[src/rtl/rr_arbiter_lock.sv]
// rr_arbiter_lock
//
// Round-robin arbiter for N requesters in front of a shared resource. It issues a
// registered one-hot grant and completes each granted beat with a valid/ready
// handshake. After every release the search starts at the requester just above the
// one that released, so grants rotate and can follow each other with no idle cycle.
// The granted requester can keep the grant across consecutive transfers by holding
// its lock bit. At most MAX_HOLD transfers are kept this way, so no requester can
// starve the others.
//
// Ports:
//   clk          clock
//   rst          asynchronous, active-high reset
//   req[N]       level-sensitive request per requester
//   lock[N]      keep the grant after this transfer (looked at only for the granted
//                requester, and only on a transfer)
//   ready        downstream accepts the current granted beat
//   grant[N]     registered one-hot grant, all-zero when idle
//   grant_id     binary index of the granted requester, valid while grant_valid=1
//   grant_valid  registered, equal to |grant

module rr_arbiter_lock #(
    parameter int unsigned N        = 4,
    parameter int unsigned MAX_HOLD = 16,
    parameter int unsigned IDW      = $clog2(N)
) (
    input  logic           clk,
    input  logic           rst,
    input  logic [N-1:0]   req,
    input  logic [N-1:0]   lock,
    input  logic           ready,
    output logic [N-1:0]   grant,
    output logic [IDW-1:0] grant_id,
    output logic           grant_valid
);

    // Wide enough to hold MAX_HOLD-1 without wrapping.
    localparam int unsigned HCW = $clog2(MAX_HOLD) + 1;

    // After reset the pointer sits on the top requester, so requester 0 wins first.
    localparam logic [IDW-1:0] LastPtrInit = IDW'(N - 1);

    typedef enum logic {StIdle, StGranted} state_e;

    state_e         state_q, state_d;
    logic [N-1:0]   grant_q, grant_d;
    logic [IDW-1:0] id_q, id_d;
    logic [IDW-1:0] last_ptr_q, last_ptr_d;
    logic [HCW-1:0] hold_cnt_q, hold_cnt_d;

    logic [IDW-1:0] arb_ptr;
    logic [IDW-1:0] win_id;
    logic           win_found;
    logic [N-1:0]   win_onehot;

    logic xfer;
    logic cur_req;
    logic cur_lock;
    logic hold_ok;
    logic keep;
    logic do_release;

    // ------------------------------------------------------------------
    // Arbitration
    // ------------------------------------------------------------------
    // In IDLE the search starts from the stored pointer. In GRANTED the only time
    // the result is used is a release, and then the pointer moves to the current
    // holder in the same cycle. Using id_q directly gives the back-to-back grant
    // without waiting for last_ptr to update.
    always_comb begin
        arb_ptr   = (state_q == StGranted) ? id_q : last_ptr_q;
        win_found = 1'b0;
        win_id    = '0;
        // First pass: requesters strictly above the pointer.
        for (int unsigned i = 0; i < N; i++) begin
            if (!win_found && req[i] && (i > 32'(arb_ptr))) begin
                win_found = 1'b1;
                win_id    = IDW'(i);
            end
        end
        // Wrap-around pass. It also includes the pointer itself, so a lone
        // persistent requester is granted again.
        for (int unsigned i = 0; i < N; i++) begin
            if (!win_found && req[i]) begin
                win_found = 1'b1;
                win_id    = IDW'(i);
            end
        end
        win_onehot = {{(N-1){1'b0}}, 1'b1} << win_id;
    end

    // ------------------------------------------------------------------
    // Transfer / hold decode
    // ------------------------------------------------------------------
    always_comb begin
        xfer     = (state_q == StGranted) && ready;
        cur_req  = req[id_q];
        cur_lock = lock[id_q];
        hold_ok  = 32'(hold_cnt_q) < (MAX_HOLD - 1);
        keep     = xfer && cur_lock && cur_req && hold_ok;
        // Release on any transfer that is not kept, or when the holder drops
        // its request while stalled.
        do_release = (state_q == StGranted) && !keep && (ready || !cur_req);
    end

    // ------------------------------------------------------------------
    // State register
    // ------------------------------------------------------------------
    always_ff @(posedge clk or posedge rst) begin
        if (rst) begin
            state_q    <= StIdle;
            grant_q    <= '0;
            id_q       <= '0;
            last_ptr_q <= LastPtrInit;
            hold_cnt_q <= '0;
        end else begin
            state_q    <= state_d;
            grant_q    <= grant_d;
            id_q       <= id_d;
            last_ptr_q <= last_ptr_d;
            hold_cnt_q <= hold_cnt_d;
        end
    end

    // ------------------------------------------------------------------
    // Next-state logic
    // ------------------------------------------------------------------
    always_comb begin
        state_d    = state_q;
        grant_d    = grant_q;
        id_d       = id_q;
        last_ptr_d = last_ptr_q;
        hold_cnt_d = hold_cnt_q;

        unique case (state_q)
            StIdle: begin
                if (win_found) begin
                    state_d    = StGranted;
                    grant_d    = win_onehot;
                    id_d       = win_id;
                    hold_cnt_d = '0;
                end
            end

            StGranted: begin
                if (keep) begin
                    // Grant and pointer stay put. Stalled cycles never get here.
                    hold_cnt_d = hold_cnt_q + HCW'(1);
                end else if (do_release) begin
                    last_ptr_d = id_q;
                    hold_cnt_d = '0;
                    if (win_found) begin
                        grant_d = win_onehot;
                        id_d    = win_id;
                    end else begin
                        state_d = StIdle;
                        grant_d = '0;
                        id_d    = '0;
                    end
                end
            end

            default: begin
                state_d = StIdle;
                grant_d = '0;
                id_d    = '0;
            end
        endcase
    end

    // ------------------------------------------------------------------
    // Outputs (all straight from registers)
    // ------------------------------------------------------------------
    always_comb begin
        grant       = grant_q;
        grant_id    = id_q;
        grant_valid = (state_q == StGranted);
    end

`ifndef SYNTHESIS
    // Inputs must be X-free once out of reset.
    inputs_known: assert property (@(posedge clk) disable iff (rst)
        !$isunknown({req, lock, ready}));

    grant_onehot0: assert property (@(posedge clk) disable iff (rst)
        $onehot0(grant_q));

    valid_matches_grant: assert property (@(posedge clk) disable iff (rst)
        ((state_q == StGranted) == (|grant_q)));
`endif

endmodule

[config.mk]
export PLATFORM = sky130hd
export DESIGN_NAME = rr_arbiter_lock
export DESIGN_NICKNAME = d
export VERILOG_FILES = /design/src/rtl/rr_arbiter_lock.sv
export SDC_FILE = /design/constraint.sdc
export NUM_CORES = 1
export LEC_CHECK = 0
export CAP_MARGIN = 20
export CORE_MARGIN = 2
export CORE_UTILIZATION = 54
export CTS_CLUSTER_DIAMETER = 120
export DETAILED_ROUTE_END_ITERATION = 16
export GPL_TIMING_DRIVEN = 0
export PLACE_DENSITY_LB_ADDON = 0.08
export SLEW_MARGIN = 20
export SYNTH_ARGS = -nofsm -noshare
export SYNTH_HDL_FRONTEND = slang
export SYNTH_SLANG_ARGS = --single-unit
[constraint.sdc]
create_clock -name clk -period 4.3 [get_ports clk]
set_input_delay 0.86 -clock clk [delete_from_list [all_inputs] [get_ports clk]]
set_output_delay 0.86 -clock clk [all_outputs]
set_load 0.01 [all_outputs]
After elaboration in Yosys (flattened, before gate mapping):

Cells that the tools add are included.

* flip-flop bits (word level): 14
* bits of input ports: 11
* output and inout bits: 7
* logic and storage cells: 82

* add/subtract/negate cells: 1
* order comparisons: 5
* equal/unequal tests: 4
* shift operators: 1
* multiplexer cells: 37
* bitwise logic cells: 2
* reductions and logical operators: 27

Operator list (count)
* $mux 2: 11
* $mux 4: 4
* $logic_and 1x1->1: 15
* $mux 5: 3
* $mux 1: 13
* $pmux 5 s2: 1
* $logic_not 1->1: 8
* $pmux 4 s2: 1
* $reduce_and 3->1: 2
* $add 5x1->5 const B: 1
* $lt 5x4->1 const B: 1
* $bmux 1 s2: 2
* $gt 2x2->1 const A: 2
* $ne 2x2->1 const B: 2
* $pmux 2 s2: 1
* $shl 1x2->4 const A: 1
* $lt 2x3->1 const B: 1
* $ne 3x2->1 const B: 1
* $gt 1x2->1 const A: 1
* $ne 2x1->1 const B: 1
* $not 1->1: 2
* $pmux 1 s2: 1
* $reduce_and 2->1: 1
* $logic_or 1x1->1: 1

Longest topological paths before layout:

Gate-level depths: netlist of run 1.

* word-level depth: 29
* mapped depth: 7

Worst setup path before layout of run 1:

No wires, ideal clock.

* kind: input port to flip-flop
* from: input ready
* to: register last_ptr_q[1]
* setup time: 85 ps
* arrival: 1951 ps
* data required time: 4215 ps
* setup slack: 2264 ps
* cell stages on the path: 4
* cells stage by stage: and2_1 -> a222oi_1 -> a21boi_1 -> mux2_1

* cells in the longest elaborated chain, start to end: 8
* elaborated cells between the ends (all ways): 10

Ends and longest elaborated chain
* start: declaration: RTL line 31 `input logic ready,`
* $logic_and 1x1->1: RTL line 96 `xfer = (state_q == StGranted) && ready;`
* $logic_and 1x1->1 (3 in series): RTL line 100 `keep = xfer && cur_lock && cur_req && hold_ok;`
* $logic_not 1->1: RTL line 103 `do_release = (state_q == StGranted) && !keep && (ready || !cur_req);`
* $logic_and 1x1->1 (2 in series): RTL line 103
* $reduce_and 3->1 (no line) *
* end signal: assignment: RTL line 114 `last_ptr_q <= LastPtrInit;`
* end signal: assignment: RTL line 120 `last_ptr_q <= last_ptr_d;`
* end: declaration: RTL line 48 `logic [IDW-1:0] last_ptr_q, last_ptr_d;`

Mark *: on every way between the ends. The rest lies on a longest branch, timed or not.
A chain may end at the register's enable or synchronous reset.

Final worst setup path of run 1:

* from: input req[3]
* to: register hold_cnt_q[2]

* cells in the longest elaborated chain, start to end: 17
* elaborated cells between the ends (all ways): 29

Ends and longest elaborated chain
* start: declaration: RTL line 29 `input logic [N-1:0] req,`
* $logic_and 1x1->1 (2 in series): RTL line 76 `if (!win_found && req[i] && (i > 32'(arb_ptr))) begin`
* $mux 1: RTL line 76
* $logic_not 1->1: RTL line 84 `if (!win_found && req[i]) begin`
* $logic_and 1x1->1: RTL line 84
* $mux 1: RTL line 84
* $logic_not 1->1: RTL line 84
* $logic_and 1x1->1: RTL line 84
* $mux 1: RTL line 84
* $logic_not 1->1: RTL line 84
* $logic_and 1x1->1: RTL line 84
* $mux 1: RTL line 84
* $logic_not 1->1: RTL line 84
* $logic_and 1x1->1: RTL line 84
* $mux 1: RTL line 84
* $ne 2x2->1 (no line)
* $reduce_and 2->1 (no line)
* end signal: assignment: RTL line 121 `hold_cnt_q <= hold_cnt_d;`
* end: declaration: RTL line 49 `logic [HCW-1:0] hold_cnt_q, hold_cnt_d;`

Several ways; a longest one is shown, not always the timed one. The select of a mux whose other input is x is not followed.

==> results of run 1 <==
-- metrics by stage --
stage | hold WS [ps] | power, mW | setup slack (ps) | cells
5_1_grt | 508 | 0.725 | 1800 | 127
6_report | 481 | 0.675 | 1880 | 127
3_3_place_gp | 458 | 0.571 | 1620 | 123
2_1_floorplan | 441 | 0.475 | 2260 | 90
4_1_cts | 489 | 0.681 | 1870 | 127
3_5_place_dp | 469 | 0.587 | 1590 | 123
-- flip-flops by register name, indices dropped and copies added, names as in the netlist --
signal	flops
grant_id	2
last_ptr_q	2
grant_valid	1
hold_cnt_q	5
grant	4
-- cells by family after synthesis --
family / count (synthesis)
and+or+nand+nor: 26
buffers and inverters: 8
DFF: 14
xor gates and xnor gates: 1
AOI/OAI and AO/OA: 30
muxes: 10
adders and majority gates: 1
-- area by class of cell --
cell class	count	area share, %
Multi-Input combinational cell	68	44.8
Sequential cell	14	31.1
Timing Repair Buffer	17	15.0
Clock buffer	4	3.20
Buffer	4	2.87
Tap cell	16	1.76
Inverter	4	1.32
-- routing by layer --
metal / share of wire (%) / vias up
met5: 0 / -
met2: 47 / 27
met1: 44 / 360
li1: - / 382
met4: 1.5 / 0
met3: 7.5 / 4
-- cell usage in the layout (no fill, tap or decap), types with 3 or more instances in the layout --
cell type                         synthesis  final
sky130_fd_sc_hd__o21ai_1                  4      4
sky130_fd_sc_hd__inv_1                    4      4
sky130_fd_sc_hd__dfrtp_1                 12     12
sky130_fd_sc_hd__mux2i_1                  4      4
sky130_fd_sc_hd__and2_1                   3      3
sky130_fd_sc_hd__nor2_1                   4      4
sky130_fd_sc_hd__clkbuf_4                 0      3
sky130_fd_sc_hd__clkdlybuf4s50_1          0     17
sky130_fd_sc_hd__nand2_1                 12     12
-- worst paths after layout --
path / start / end / slack, ps / depth (start not counted)
min reg2reg: grant[3] / grant[3] / 480 / 2
max in group asynchronous: rst / last_ptr_q[1] / 3030 / 2
max: req[3] / hold_cnt_q[2] / 1880 / 6
min: grant[3] / grant[3] / 480 / 2
max reg2reg: grant_id[0] / hold_cnt_q[2] / 2430 / 6
min in group asynchronous: rst / hold_cnt_q[3] / 910 / 2
-- power by group through the flow --
stage	Clock (mW)	Sequential, mW	Combinational, mW
2_1_floorplan	0	0.219	0.256
3_3_place_gp	0	0.207	0.363
3_5_place_dp	0	0.211	0.376
4_1_cts	0.0955	0.208	0.377
5_1_grt	0.102	0.214	0.410
6_report	0.0942	0.207	0.375
-- worst min-delay path, cell delays in order, from the launching register on --
cell	delay (ps)
sky130_fd_sc_hd__dfrtp_1	350
sky130_fd_sc_hd__nand2_1	50
sky130_fd_sc_hd__o31ai_1	50
==> impl_metrics.json, run 1 <==
{
  "p_leak_nw": 0.513,
  "top_area_cells_in_the_synthesized_netlist": "sky130_fd_sc_hd__dfrtp_1 (33%), sky130_fd_sc_hd__dfstp_2 (5.8%), sky130_fd_sc_hd__nand2_1 (5.0%)",
  "total_area_of_multi_input_combinational_cells_um2": 508,
  "worst_skew_pair.late_latency_ps": 270,
  "use_met3_pct": 4.00,
  "critPathKind": "in2reg",
  "overflow": 0,
  "most_utilized_layer_in_the_global_route_result": "met2",
  "global_route.usage.met1_pct": 27.7,
  "muxShareOfSynthArea_pct": 13.9,
  "synth.avg_cell_area_um2": 10.1,
  "core_um2": 1540,
  "critical-path-slowest-cell": "sky130_fd_sc_hd__mux4_2",
  "die_width_um": 45.0,
  "internal_power_uw": 427,
  "synth-warning-count": 0,
  "final_period_minus_worst_setup_slack_ps": 2420,
  "critPathRequiredTime_ps": 4470,
  "power_frac_seq_pct": 30.6,
  "synth_enable_flop_cells": 0,
  "finalHoldViolations": 0,
  "ff_latch_area_um2": 353,
  "postSynth.topFlopCell": "sky130_fd_sc_hd__dfrtp_1",
  "yosys.area_share.simple_pct": 14.6,
  "placed_instance_area_um2": 1100,
  "setup_viol_count_final": 0,
  "max-cap-violations": 0,
  "worst-slew-pin-transition_ps": 548,
  "run_status": "finished clean",
  "cts_resized": 0,
  "insertedDiodeCount": 0,
  "gp_congestion": 0.776,
  "filler_cell_count": 120,
  "crit_arrival_ps": 2590,
  "wirelength_um": 1750,
  "synth.top_cell.area_share_pct": 33.1,
  "numPortBuffers": 17,
  "dr.first_iter.drc_count": 16,
  "fin_area_um2": 1130,
  "synth_top_family_by_area": "compound AO/OA/AOI/OAI gates",
  "grt_pass1_vias": 700,
  "synth_compound_gate_area_share_pct": 25.1,
  "placement_rows": 14,
  "min_period_over_period_pct": 56.4,
  "cts.htree.levels": 1,
  "rsz0062_at_grt": "no",
  "cts-root-buf": "sky130_fd_sc_hd__clkbuf_4",
  "timing.critical_path.mode_cell": "sky130_fd_sc_hd__and2_1",
  "synth_xor_xnor_area_share_pct": 0.964,
  "post_cts.repair.setup_buffers": 0,
  "numCtsBuffers": 3,
  "setup.worst_path.end_class": "flop",
  "critical_path.max_fanout": 10,
  "drive_gt1_share_pct": 17.1,
  "critical-path-top-delay-family": "buffers and inverters",
  "design.final.nets": 124,
  "design.portCount": 18,
  "initial_utilization_pct": 58.9,
  "clk_pin_slew_worst_paths_ps": 90,
  "post_drt_wl_per_cell_um": 13.8,
  "share_of_the_core_filled_with_cells_in_the_final_layout_pct": 73.6,
  "postSynthRegisterBits": 14,
  "synthAdderAreaFrac_pct": 1.38,
  "maxClockFrequency_mhz": 413,
  "comb_power_share_pct": 55.5,
  "critPathLaunchType": "primary input",
  "cts.path.max_buffers": 2,
  "cts.sink_count": 14,
  "share_clk_of_total_power_pct": 13.9,
  "die-area_um2": 2030,
  "detail_route.vias_per_cell": 6.09,
  "worst_clock_skew_ps": 0.853,
  "cts.hold.buffers_added": 0,
  "die_h_um": 45.0,
  "drt_pass_1_iters": 4,
  "synth_common_cells": "sky130_fd_sc_hd__dfrtp_1 (12), sky130_fd_sc_hd__nand2_1 (12)",
  "pwr_density_cell_nw_per_um2": 595,
  "place.detailed.hpwl_um": 1400,
  "post_synth_inst_count": 90,
  "synth_area_leader_cell": "sky130_fd_sc_hd__dfrtp_1",
  "synthArstFlopShare_pct": 100,
  "post_synth_instance_area_um2": 908,
  "antenna_violating_nets_post_route": 0,
  "critical_path_buf_inv_count": 2,
  "grtUsageMet2_pct": 32.0,
  "cpPeakStageDelay_ps": 570,
  "drc": 0,
  "layout-area-overhead-vs-synth_pct": 24.9,
  "synth_nets": 102,
  "slew_viol_final": 0,
  "num_vias": 773,
  "path_cells": "clkdlybuf4s50_1 > mux4_2 > and2_1 > o2bb2ai_2 > buf_6 > and2_1",
  "peakVddDrop_v": 0.000352,
  "synth_seq_area_share_pct": 38.8,
  "tritoncts": "yes",
  "yosysUniqueCellTypes": 40,
  "grt_first_pass_wirelength_um": 3000,
  "netSwitchingPower_uw": 249,
  "slew_headroom_pct": 63.5,
  "sw_frac_of_total_pct": 36.8,
  "hold_path.class": "reg2reg",
  "initial_antenna_violation_count": 0,
  "setup-tns-final_ps": 0,
  "grt_start_max_net_pins": 15,
  "grt_util_all_layers_pct": 20.3
}
No activity file was read; power rests on OpenSTA's default activity.
==> run 2: changes to the inputs <==
CORE_UTILIZATION = 50   (was 54)
clock period = 2.5 ns   (was 4.3 ns; I/O delays follow)
==> run 2 against run 1 <==
Against the previous run: clock power up 73%; critical path depth down 1; sequential share of layout area down 0.31 points; clock skew about the same; global-route usage down 0.51 points; final cell count up 7.1%; critical path type unchanged; largest cell class unchanged.
==> impl_metrics.json, run 2 (same netlist as run 1, synthesis figures left out) <==
{
  "clk_pin_slew_worst_paths_ps": 80,
  "critPathKind": "in2reg",
  "rr_startpoint": "grant_id[0]",
  "critPathRequiredTime_ps": 2720,
  "grt_pass1_vias": 652,
  "min_period_over_period_pct": 85.0,
  "maxClockFrequency_mhz": 471,
  "critical_path_buf_inv_count": 1,
  "overflow": 0,
  "slew_viol_final": 0,
  "cpPeakStageDelay_ps": 580,
  "layout.cells.most_common": "sky130_fd_sc_hd__clkdlybuf4s50_1",
  "cts.path.max_buffers": 2,
  "design.portCount": 18,
  "final_period_minus_worst_setup_slack_ps": 2120,
  "path_cells": "clkdlybuf4s50_1 > and2_1 > a222oi_1 > a21boi_1 > mux2_1",
  "setup-tns-final_ps": 0,
  "place.detailed.hpwl_um": 1420,
  "critical-path-slowest-cell": "sky130_fd_sc_hd__a222oi_1",
  "die-area_um2": 2170,
  "crit_path_start": "ready",
  "run_status": "finished clean",
  "gp_congestion": 0.783,
  "pwr_density_cell_nw_per_um2": 1010,
  "post_cts.repair.setup_buffers": 0,
  "fin_area_um2": 1150,
  "initial_utilization_pct": 52.6,
  "cts.sink_count": 14,
  "detail_route.vias_per_cell": 5.74,
  "worst_skew_pair.late_latency_ps": 280,
  "max-cap-violations": 0,
  "initial_antenna_violation_count": 0,
  "numPortBuffers": 17,
  "hold_path.class": "reg2reg",
  "crit_arrival_ps": 2340,
  "grt_util_all_layers_pct": 19.8,
  "whs_endpoint": "grant[3]",
  "die_h_um": 46.6,
  "num_vias": 780,
  "wirelength_um": 1830,
  "antenna_violating_nets_post_route": 0,
  "die_width_um": 46.6,
  "critical_path.max_fanout": 6,
  "cts.htree.levels": 1,
  "cts-root-buf": "sky130_fd_sc_hd__clkbuf_4",
  "worst-slew-pin-transition_ps": 594,
  "drive_gt1_share_pct": 17.1,
  "critical-path-top-delay-family": "compound AO/OA/AOI/OAI gates",
  "place.detailed.instances": 132,
  "timing.hold.worst_path_depth": 2,
  "layout-area-overhead-vs-synth_pct": 26.2,
  "rsz0062_at_grt": "no",
  "setup_viol_count_final": 0,
  "tritoncts": "yes",
  "grt_first_pass_wirelength_um": 2950,
  "regToRegEndpoint": "last_ptr_q[1]",
  "share_of_the_core_filled_with_cells_in_the_final_layout_pct": 66.4,
  "dr.first_iter.drc_count": 19,
  "timing.hold.worst.start": "grant[3]",
  "p_leak_nw": 0.513,
  "grt_start_max_net_pins": 15,
  "timing.hold.ws_ps": 481,
  "dp_worst_setup_slack_ps": 119,
  "insertedDiodeCount": 0,
  "placement_rows": 15,
  "layoutNonFillerInstCount": 136,
  "design.final.nets": 124,
  "slew_headroom_pct": 60.4,
  "peakVddDrop_v": 0.000645,
  "r2r_cells": 5,
  "setup.worst_path.end_class": "flop",
  "critPathLaunchType": "primary input",
  "worst_clock_skew_ps": 1.01,
  "largest_register_ffs": 5,
  "commonest_cells_after_routing_fill_and_taps_aside": "sky130_fd_sc_hd__clkdlybuf4s50_1 (17), sky130_fd_sc_hd__nand2_1 (12), sky130_fd_sc_hd__dfrtp_1 (12)",
  "placed_instance_area_um2": 1110,
  "drt_pass_1_iters": 4,
  "cts.hold.buffers_added": 0,
  "regMostFlops": "hold_cnt_q",
  "filler_cell_count": 154,
  "finalHoldViolations": 0,
  "layout_setup_ws_ps": 376,
  "numCtsBuffers": 3,
  "total_power_mw": 1.16,
  "drc": 0,
  "core_um2": 1730,
  "post_drt_wl_per_cell_um": 13.4,
  "cts_resized": 0,
  "rrSetupSlack_ps": 570
}
run 2: cell counts in the layout (fill, tap and decap cells not counted):
No cell type changed its count.
run 2: final cells by class:
class,count,area (um^2),share of cell area (%)
clock buffers,4,36.3,3.17
well taps,25,31.3,2.73
multi-input cells,68,508,44.3
flip-flops and latches,14,353,30.8
plain buffers,4,32.5,2.84
repair buffers,17,170,14.8
inverters,4,15.0,1.31
run 2: per-layer routing:
metal	vias up	GRT usage [%]	wire length (um)
met5	-	0	0
met4	0	6.67	23
met3	4	7.06	124
met2	26	28.6	836
met1	367	27.3	844
li1	383	-	-
run 2: worst register-to-register path, cell delays in order, from the launching register on:
cell	delay [ps]
sky130_fd_sc_hd__dfrtp_1	380
sky130_fd_sc_hd__buf_2	180
sky130_fd_sc_hd__and2_1	160
sky130_fd_sc_hd__a222oi_1	580
sky130_fd_sc_hd__a21boi_1	230
sky130_fd_sc_hd__mux2_1	350
run 2: report_power, final:
part | switching, mW | leakage (nW) | internal [mW]
logic | 0.308 | 0.317 | 0.335
registers | 0.0444 | 0.175 | 0.310
clock network | 0.0746 | 0.0210 | 0.0887
total | 0.427 | 0.513 | 0.734
run 2: how the worst max path moves through the flow:
stage                         end  slack, ps  depth (start not counted)
floorplan           hold_cnt_q[2]        710                          6
global placement    last_ptr_q[1]        170                          5
detailed placement  last_ptr_q[1]        120                          5
CTS                 last_ptr_q[1]        420                          5
global route             grant[3]        310                          7
finish              last_ptr_q[1]        380                          5
